[config.mk]
export PLATFORM = sky130hd
export DESIGN_NAME = alu_issue_stage
export DESIGN_NICKNAME = d
export VERILOG_FILES = /design/src/rtl/alu_issue_stage.sv
export SDC_FILE = /design/constraint.sdc
export NUM_CORES = 1
export LEC_CHECK = 0
export BUFFER_PORTS_ARGS = -buffer_cell sky130_fd_sc_hd__buf_2
export CELL_PAD_IN_SITES_DETAIL_PLACEMENT = 0
export CELL_PAD_IN_SITES_GLOBAL_PLACEMENT = 1
export CORE_MARGIN = 3
export CORE_UTILIZATION = 37
export DETAILED_ROUTE_END_ITERATION = 10
export GPL_TIMING_DRIVEN = 1
export PLACE_DENSITY = 0.86
export SLEW_MARGIN = 20
export SYNTH_ARGS = -nofsm -noshare
export SYNTH_HDL_FRONTEND = slang
export SYNTH_SLANG_ARGS = --single-unit
export TNS_END_PERCENT = 10
[constraint.sdc]
create_clock -name clk -period 3.5 [get_ports clk]
set_input_delay 0.525 -clock clk [delete_from_list [all_inputs] [get_ports clk]]
set_output_delay 0.525 -clock clk [all_outputs]
set_load 0.02 [all_outputs]
[src/rtl/alu_issue_stage.sv]
// alu_issue_stage: decodes an ID-stage instruction into ALUCon/operands, holds them
// in an ID/EX register that drives an external combinational ALU, and captures the
// ALU result plus zero/branch/destination info into an EX/MEM register.
module alu_issue_stage #(
    parameter int         DATA_W     = 32,
    parameter logic [5:0] CUSTOM_OPC = 6'b011100
) (
    input  logic              clk,
    input  logic              reset,
    input  logic              id_valid,
    output logic              id_ready,
    input  logic [31:0]       id_instr,
    input  logic [DATA_W-1:0] id_rs_data,
    input  logic [DATA_W-1:0] id_rt_data,
    input  logic              stall,
    input  logic              flush,
    output logic [3:0]        alu_con,
    output logic [DATA_W-1:0] alu_data_a,
    output logic [DATA_W-1:0] alu_data_b,
    input  logic [DATA_W-1:0] alu_result,
    output logic              ex_valid,
    output logic [DATA_W-1:0] ex_result,
    output logic              ex_zero,
    output logic              ex_branch_taken,
    output logic              ex_reg_write,
    output logic [4:0]        ex_dest,
    output logic              ex_illegal
);
    localparam logic [3:0] ALU_AND = 4'b0000, ALU_OR  = 4'b0001, ALU_ADD = 4'b0010,
                           ALU_SUB = 4'b0011, ALU_NOR = 4'b0100, ALU_XOR = 4'b0101,
                           ALU_INC = 4'b0110, ALU_DEC = 4'b0111, ALU_CPL = 4'b1000;
    localparam logic [5:0] OP_RTYPE = 6'b000000, OP_ADDI = 6'b001000, OP_LW  = 6'b100011,
                           OP_SW    = 6'b101011, OP_ANDI = 6'b001100, OP_ORI = 6'b001101,
                           OP_XORI  = 6'b001110, OP_BEQ  = 6'b000100, OP_BNE = 6'b000101;

    logic [5:0]        w_opc, w_funct;
    logic [4:0]        w_rt, w_rd;
    logic [DATA_W-1:0] w_sext, w_zext;
    logic              w_unused_fields;

    assign w_opc   = id_instr[31:26];
    assign w_funct = id_instr[5:0];
    assign w_rt    = id_instr[20:16];
    assign w_rd    = id_instr[15:11];
    assign w_sext  = {{(DATA_W-16){id_instr[15]}}, id_instr[15:0]};
    assign w_zext  = {{(DATA_W-16){1'b0}}, id_instr[15:0]};
    // rs number and shamt are not needed: operands arrive already read/forwarded
    assign w_unused_fields = ^{id_instr[25:21], id_instr[10:6]};

    logic [3:0]        w_con;
    logic [DATA_W-1:0] w_a, w_b;
    logic [4:0]        w_dest;
    logic              w_write, w_beq, w_bne, w_illegal;

    // Decode opcode/funct into ALUCon, operand selection and writeback info
    always_comb begin
        w_con     = ALU_ADD;
        w_a       = id_rs_data;
        w_b       = id_rt_data;
        w_dest    = '0;
        w_write   = 1'b0;
        w_beq     = 1'b0;
        w_bne     = 1'b0;
        w_illegal = 1'b0;
        case (w_opc)
            OP_RTYPE: begin
                w_dest  = w_rd;
                w_write = 1'b1;
                case (w_funct)
                    6'b100000, 6'b100001: w_con = ALU_ADD;
                    6'b100010, 6'b100011: w_con = ALU_SUB;
                    6'b100100:            w_con = ALU_AND;
                    6'b100101:            w_con = ALU_OR;
                    6'b100110:            w_con = ALU_XOR;
                    6'b100111:            w_con = ALU_NOR;
                    default:              w_illegal = 1'b1;
                endcase
            end
            OP_ADDI, OP_LW: begin
                w_b = w_sext; w_dest = w_rt; w_write = 1'b1;
            end
            OP_SW:   w_b = w_sext;
            OP_ANDI: begin w_con = ALU_AND; w_b = w_zext; w_dest = w_rt; w_write = 1'b1; end
            OP_ORI:  begin w_con = ALU_OR;  w_b = w_zext; w_dest = w_rt; w_write = 1'b1; end
            OP_XORI: begin w_con = ALU_XOR; w_b = w_zext; w_dest = w_rt; w_write = 1'b1; end
            OP_BEQ:  begin w_con = ALU_SUB; w_beq = 1'b1; end
            OP_BNE:  begin w_con = ALU_SUB; w_bne = 1'b1; end
            default: begin
                // custom opcode compared here so a clash with a fixed opcode cannot duplicate an item
                if (w_opc == CUSTOM_OPC) begin
                    w_b = '0; w_dest = w_rd; w_write = 1'b1;
                    case (w_funct)
                        6'd0:    w_con = ALU_INC;
                        6'd1:    w_con = ALU_DEC;
                        6'd2:    w_con = ALU_CPL;
                        default: w_illegal = 1'b1;
                    endcase
                end else begin
                    w_illegal = 1'b1;
                end
            end
        endcase
        // undecodable ops travel as add 0+0 with no side effects
        if (w_illegal) begin
            w_con = ALU_ADD; w_a = '0; w_b = '0; w_dest = '0;
            w_write = 1'b0; w_beq = 1'b0; w_bne = 1'b0;
        end
    end

    assign id_ready = ~reset & ~stall & ~flush;

    logic              r_valid, r_illegal, r_write, r_beq, r_bne;
    logic [3:0]        r_con;
    logic [DATA_W-1:0] r_a, r_b;
    logic [4:0]        r_dest;

    // ID/EX: flush beats stall; stall holds; otherwise load decode or a bubble
    always_ff @(posedge clk) begin
        if (reset) begin
            r_valid <= 1'b0; r_illegal <= 1'b0; r_write <= 1'b0; r_beq <= 1'b0; r_bne <= 1'b0;
            r_con <= '0; r_a <= '0; r_b <= '0; r_dest <= '0;
        end else if (flush) begin
            r_valid <= 1'b0; r_illegal <= 1'b0; r_write <= 1'b0; r_beq <= 1'b0; r_bne <= 1'b0;
        end else if (!stall) begin
            r_valid   <= id_valid;
            r_illegal <= id_valid & w_illegal;
            r_write   <= id_valid & w_write;
            r_beq     <= id_valid & w_beq;
            r_bne     <= id_valid & w_bne;
            r_con     <= w_con;
            r_a       <= w_a;
            r_b       <= w_b;
            r_dest    <= w_dest;
        end
    end

    // a bubble presents and 0 + 0 to the ALU so its Result is 0
    assign alu_con    = r_valid ? r_con : ALU_AND;
    assign alu_data_a = r_valid ? r_a : '0;
    assign alu_data_b = r_valid ? r_b : '0;

    logic w_ex_load, w_alu_zero;
    assign w_ex_load  = r_valid & ~stall;
    assign w_alu_zero = (alu_result == '0);

    logic              r_ex_valid, r_ex_zero, r_ex_taken, r_ex_write, r_ex_illegal;
    logic [DATA_W-1:0] r_ex_result;
    logic [4:0]        r_ex_dest;

    // EX/MEM: capture ALU result for live entries; bubbles clear control, keep data
    always_ff @(posedge clk) begin
        if (reset) begin
            r_ex_valid <= 1'b0; r_ex_zero <= 1'b0; r_ex_taken <= 1'b0; r_ex_write <= 1'b0;
            r_ex_illegal <= 1'b0; r_ex_result <= '0; r_ex_dest <= '0;
        end else if (w_ex_load) begin
            r_ex_valid   <= ~r_illegal;
            r_ex_illegal <= r_illegal;
            r_ex_result  <= alu_result;
            r_ex_zero    <= w_alu_zero;
            r_ex_taken   <= (r_beq & w_alu_zero) | (r_bne & ~w_alu_zero);
            r_ex_write   <= r_write;
            r_ex_dest    <= r_dest;
        end else begin
            r_ex_valid <= 1'b0; r_ex_taken <= 1'b0; r_ex_write <= 1'b0; r_ex_illegal <= 1'b0;
        end
    end

    assign ex_valid        = r_ex_valid;
    assign ex_result       = r_ex_result;
    assign ex_zero         = r_ex_zero;
    assign ex_branch_taken = r_ex_taken;
    assign ex_reg_write    = r_ex_write;
    assign ex_dest         = r_ex_dest;
    assign ex_illegal      = r_ex_illegal;
endmodule

Word-level counts from Yosys, hierarchy flattened. Cells that the tools add are included.

Bits in writable memories: 0. Memories kept: 0. Output and inout port bits: 111. Word-level logic and storage cells: 94. Bits in read-only memories: 0. Bits in latches: 0. Bits of input ports: 133. Register bits after elaboration: 120.

$mul: 0. Reductions and logical operators: 17. Multiplexer cells: 26. Div/mod/pow operators: 0. Eq/ne operators: 19. $add $sub $neg: 0. Bitwise logic cells: 16. Shift-type cells: 0. Magnitude comparators: 0.

Operator list (number): 32-bit two-way mux (5); 32-bit one-hot mux with 3 select lines (1); 6-bit equality test (second input constant) (10); 32-bit logical NOT (1); 6-bit by 4-bit equality test with 1-bit output (second input constant) (4); 4-bit one-hot mux with 6 select lines (1); 8-bit OR reduction (2); 3-bit one-hot mux with 5 select lines (1); 5-bit one-hot mux with 3 select lines (1); 3-bit OR reduction (5); 6-bit by 3-bit equality test with 1-bit output (second input constant) (2); 6-bit logical NOT (2); 4-bit two-way mux (3); 4-bit one-hot mux with 3 select lines (1); 5-bit two-way mux (2); 1-bit AND (9); 1-bit two-way mux (9); 2-bit OR reduction (4); 6-bit by 1-bit equality test with 1-bit output (second input constant) (1); 6-bit by 2-bit equality test with 1-bit output (second input constant) (1); 6-bit by 5-bit equality test with 1-bit output (second input constant) (1); 1-bit NOT (6); 6-bit OR reduction (1); 5-bit OR reduction (1); other kinds (3) (4).

Depth between registers and ports, before layout.
Depth after elaboration: 7. Gate-level depth with buffers: 8. Gate-level depth less buffers: 5.

Worst setup path after synthesis. Ideal clock, no wire load.

Path kind: input to register. Start: input port id_instr[31]. End: register r_b[15]. Required time: 3376 ps. Data arrival time: 1819 ps. Setup time: 124 ps. Buffers on the path: 3. Setup slack: 1557 ps. Cell stages on the path: 8. Cell sequence: buf_2 nand2b_1 o21ai_0 o21a_1 buf_2 buf_2 a32oi_1 a22oi_2.

Cells in the longest elaborated chain, start to end: 4. Elaborated cells between the ends (all ways): 19. Classes of those cells: eq/ne: 9; mux: 5; reduce/logical: 5.

RTL lines: start, declared (RTL line 12) `input logic [31:0] id_instr,`; 6-bit by 3-bit equality test with 1-bit output, or another cell as far along (RTL line 65) `case (w_opc)`; 8-bit OR reduction (no line), or another cell as far along; 1-bit one-hot mux with 2 select lines / 32-bit one-hot mux with 3 select lines (equally long branches) (RTL line 65); 32-bit two-way mux (*) (RTL line 104) `if (w_illegal) begin`; end signal, assigned (RTL line 132) `r_b <= w_b;`; end, declared (RTL line 114) `logic [DATA_W-1:0] r_a, r_b;`.

Mark *: on every way between the ends. The rest lies on a longest branch, timed or not. A chain may end at the register's enable or synchronous reset.

Worst setup path in the final report.
Start: register r_valid. End: output port alu_data_b[17].

Cells in the longest elaborated chain, start to end: 1.

RTL lines: start, declared (RTL line 112) `logic r_valid, r_illegal, r_write, r_beq, r_bne;`; start signal, assigned (RTL line 125) `r_valid <= id_valid;`; 32-bit two-way mux (RTL line 140) `assign alu_data_b = r_valid ? r_b : '0;`; end, declared (RTL line 19) `output logic [DATA_W-1:0] alu_data_b,`.

No other way between the ends.

==> metrics.csv <==
stage,metric,value,unit
power_and_ir_drop,switching_share,24.6,%
place,io_buffers,238,
setup_path,cp-start-kind,flop,
cts,cts_resized,0,
flow_run,drv_cap,0,
timing,hold_viol,0,
setup_path,cp.required,2970,ps
floorplan,die_h,130,um
finish,layout-drive-gt1-share,34.0,%
cts,root_buffer,clkbuf_16,
finish,areaGrowthSynthToFinish,32.0,%
cts,cts_tree,built,
logic_synthesis,yosys_warnings,0,
timing,rsz0062_at_grt,false,
cts,numCtsBuffers,17,
logic_synthesis,async_flop_share,0,%
logic_synthesis,ys_top_cells_by_count,"dfxtp_1 (120), nand2_1 (120), and2_1 (69), a21oi_1 (57), clkbuf_1 (40)",
logic_synthesis,synth_top_flop_cell,dfxtp_1,
cts,clockBufferDepth,2,
logic_synthesis,yosysTopAreaCell,dfxtp_1,
timing,max_freq,411,MHz
floorplan,ios,244,
logic_synthesis,yosysTopAreaCellShare,42.3,%
power_and_ir_drop,clock_power_share,50.2,%
hold_path,min_path_cells,2,
cts,clock_latency,410,ps
logic_synthesis,synth_edf_count,0,
global_routing,grt_pass1_wl,26600,um
logic_synthesis,syn-num-nets,810,
cts,htree_levels,4,
routing,viasPerCell,5.16,
logic_synthesis,ys_types,54,
global_routing,grt_max_degree,103,
routing,antenna_left,0,
finish,final_area,7500,sq um
power_and_ir_drop,seqPwrFrac,41.4,%
setup_path,end_kind,output port,
power_and_ir_drop,comb_power_share,8.5,%
logic_synthesis,ys_ff_latch,120,
logic_synthesis,synth_area_leaders,"dfxtp_1 (42%), nand2_1 (7.9%), and2_1 (7.6%)",
setup_path,r2r_cells,4,
cts,path_clk_slew,60,ps
timing,period_share,69.4,%
finish,finalNetCount,1018,
setup_path,ff2ff_setup_slack,1510,ps
power_and_ir_drop,cellLeakagePower,3.34,nW
routing,drt_iter0_markers,318,
timing,fin_skew,4.70,ps
floorplan,core,14800,sq um
global_routing,overflow,0,
hold_path,hold_class,in -> reg,
power_and_ir_drop,ir_drop,0.000314,V
cts,cts_setup_buffers,0,
routing,firstDrtPassIters,4,
routing,routedWlPerCell,15.9,um
timing,min_period,2430,ps
logic_synthesis,synthCells,677,
logic_synthesis,ys_seq_area_share,42.3,%
global_routing,antenna_found_initial,2,
routing,via_count,5583,
hold_path,min_to,r_a[22],
power_and_ir_drop,power_switching,831,uW
cts,ctsHoldBuffers,0,
timing,fin_ws,1070,ps
timing,holdWs,325,ps
logic_synthesis,synth.avg_cell_area,8.39,sq um
global_routing,grtUsageTotal,19.9,%
floorplan,fp-row-count,44,
timing,final-max-slew-violation-count,0,
timing,tightestPinTransition,782,ps
floorplan,fp.dieArea,16900,sq um
power_and_ir_drop,power_density,450,nW/um^2
floorplan,die_x,130,um
status,status,"finished, final reports clean",
routing,drc,0,
timing,relSlewSlack,47.7,%
power_and_ir_drop,power.internal,2.55,mW
setup_path,crit_type,reg -> out,
routing,wirelength,17300,um
timing,setup_violations,0,
setup_path,path_max_fanout,45,
setup_path,worstReg2RegStart,r_valid,
cts,cts.sinks,120,
global_routing,grt_pass1_vias,5207,
hold_path,min_from,id_rs_data[22],
place,place_area,6920,sq um
setup_path,r2r_end,ex_dest[4],
logic_synthesis,synth_area,5680,sq um
floorplan,initial_core_util,38.5,%
timing,final.setup.tns,0,ps
place,hpwl,12300,um
setup_path,crit_arrival,1910,ps
place,dp_slack,1010,ps
place,gp_congestion,0.769,
## flip-flops by register name, indices dropped and copies added, names as in the netlist
register and cells:
r_illegal 1, ex_dest 5, r_a 32, ex_branch_taken 1, r_write 1, r_con 4, ex_result 32, r_beq 1
ex_illegal 1, ex_valid 1, r_valid 1, ex_reg_write 1, r_bne 1, r_b 32, r_dest 5, ex_zero 1
## power groups by stage
| stage | Sequential [mW] | Combinational, mW | Clock (mW) |
|---|---|---|---|
| 2_1_floorplan | 1.43 | 0.159 | 0 |
| 3_3_place_gp | 1.43 | 0.285 | 0 |
| 3_5_place_dp | 1.43 | 0.285 | 0 |
| 4_1_cts | 1.40 | 0.286 | 1.74 |
| 5_1_grt | 1.40 | 0.317 | 1.80 |
| 6_report | 1.40 | 0.286 | 1.69 |
## metrics by stage
step	cells	util [%]	total power [mW]
2_1_floorplan	677	-	1.59
3_3_place_gp	1050	46.9	1.71
3_5_place_dp	1050	46.9	1.71
4_1_cts	1082	50.8	3.42
5_1_grt	1083	50.8	3.51
6_report	1083	50.8	3.38
## critical path, cell delays in order (launching register included)
cell and delay (ps):
dfxtp_2 770, buf_4 360, and2_1 180, buf_2 160
## layout make-up
type                    count  area (sq um)
well taps                 184           230
diodes                      1          2.50
clock inverters            14           150
multi-input cells         495          2990
fillers                  1481          7250
inverters                   4          15.0
clock buffers              18           429
flip-flops and latches    120          2400
repair buffers            247          1280
## placed cells by master, fill, tap and decap left out, types with 3 or more instances in the layout
| master | instances |
|---|---|
| nor4_1 | 11 |
| clkbuf_16 | 17 |
| o21ai_1 | 12 |
| a31o_1 | 32 |
| a32oi_1 | 21 |
| nand3_1 | 25 |
| o21a_1 | 4 |
| buf_2 | 238 |
| nor3b_1 | 3 |
| nor2_1 | 14 |
| nor2b_1 | 3 |
| dfxtp_1 | 119 |
| nor3_1 | 7 |
| and2_1 | 69 |
| o32ai_2 | 5 |
| o21ai_0 | 18 |
| clkinv_2 | 3 |
| a21oi_1 | 57 |
| nand2b_1 | 5 |
| a22oi_1 | 15 |
| nand4_1 | 4 |
| and3_1 | 35 |
| o22ai_1 | 3 |
| buf_4 | 7 |
| nand2_1 | 120 |
| clkinv_4 | 4 |
| clkinvlp_4 | 3 |
## cells by family (layout without fill, tap and decap cells)
logic type	after synthesis	count (layout)	share of synthesized area [%]
buffers and inverters	62	283	5.24
AOI/OAI and AO/OA	179	179	22.5
and+or+nand+nor	311	311	29.1
muxes	2	2	0.352
xor gates and xnor gates	2	2	0.308
adders and majority gates	1	1	0.198
other	0	1	0
DFF	120	120	42.3
## per-layer routing
| metal | global-route usage (%) | share of wire (%) |
|---|---|---|
| met1 | 24.9 | 44 |
| met2 | 31.5 | 46 |
| met3 | 7.61 | 9.0 |
| met4 | 6.91 | 1.6 |
| met5 | 0 | 0.052 |
## how the worst max path moves through the flow
stage	end	cells past startpoint	from	slack, ps
2_1_floorplan	r_b[15]	8	id_instr[31]	1560
3_3_place_gp	r_a[18]	7	id_instr[26]	1010
3_5_place_dp	r_a[15]	7	id_instr[26]	1010
4_1_cts	alu_data_b[17]	3	r_valid	980
5_1_grt	alu_data_b[17]	3	r_valid	890
6_report	alu_data_b[17]	3	r_valid	1070
No activity file was read; power rests on OpenSTA's default activity.
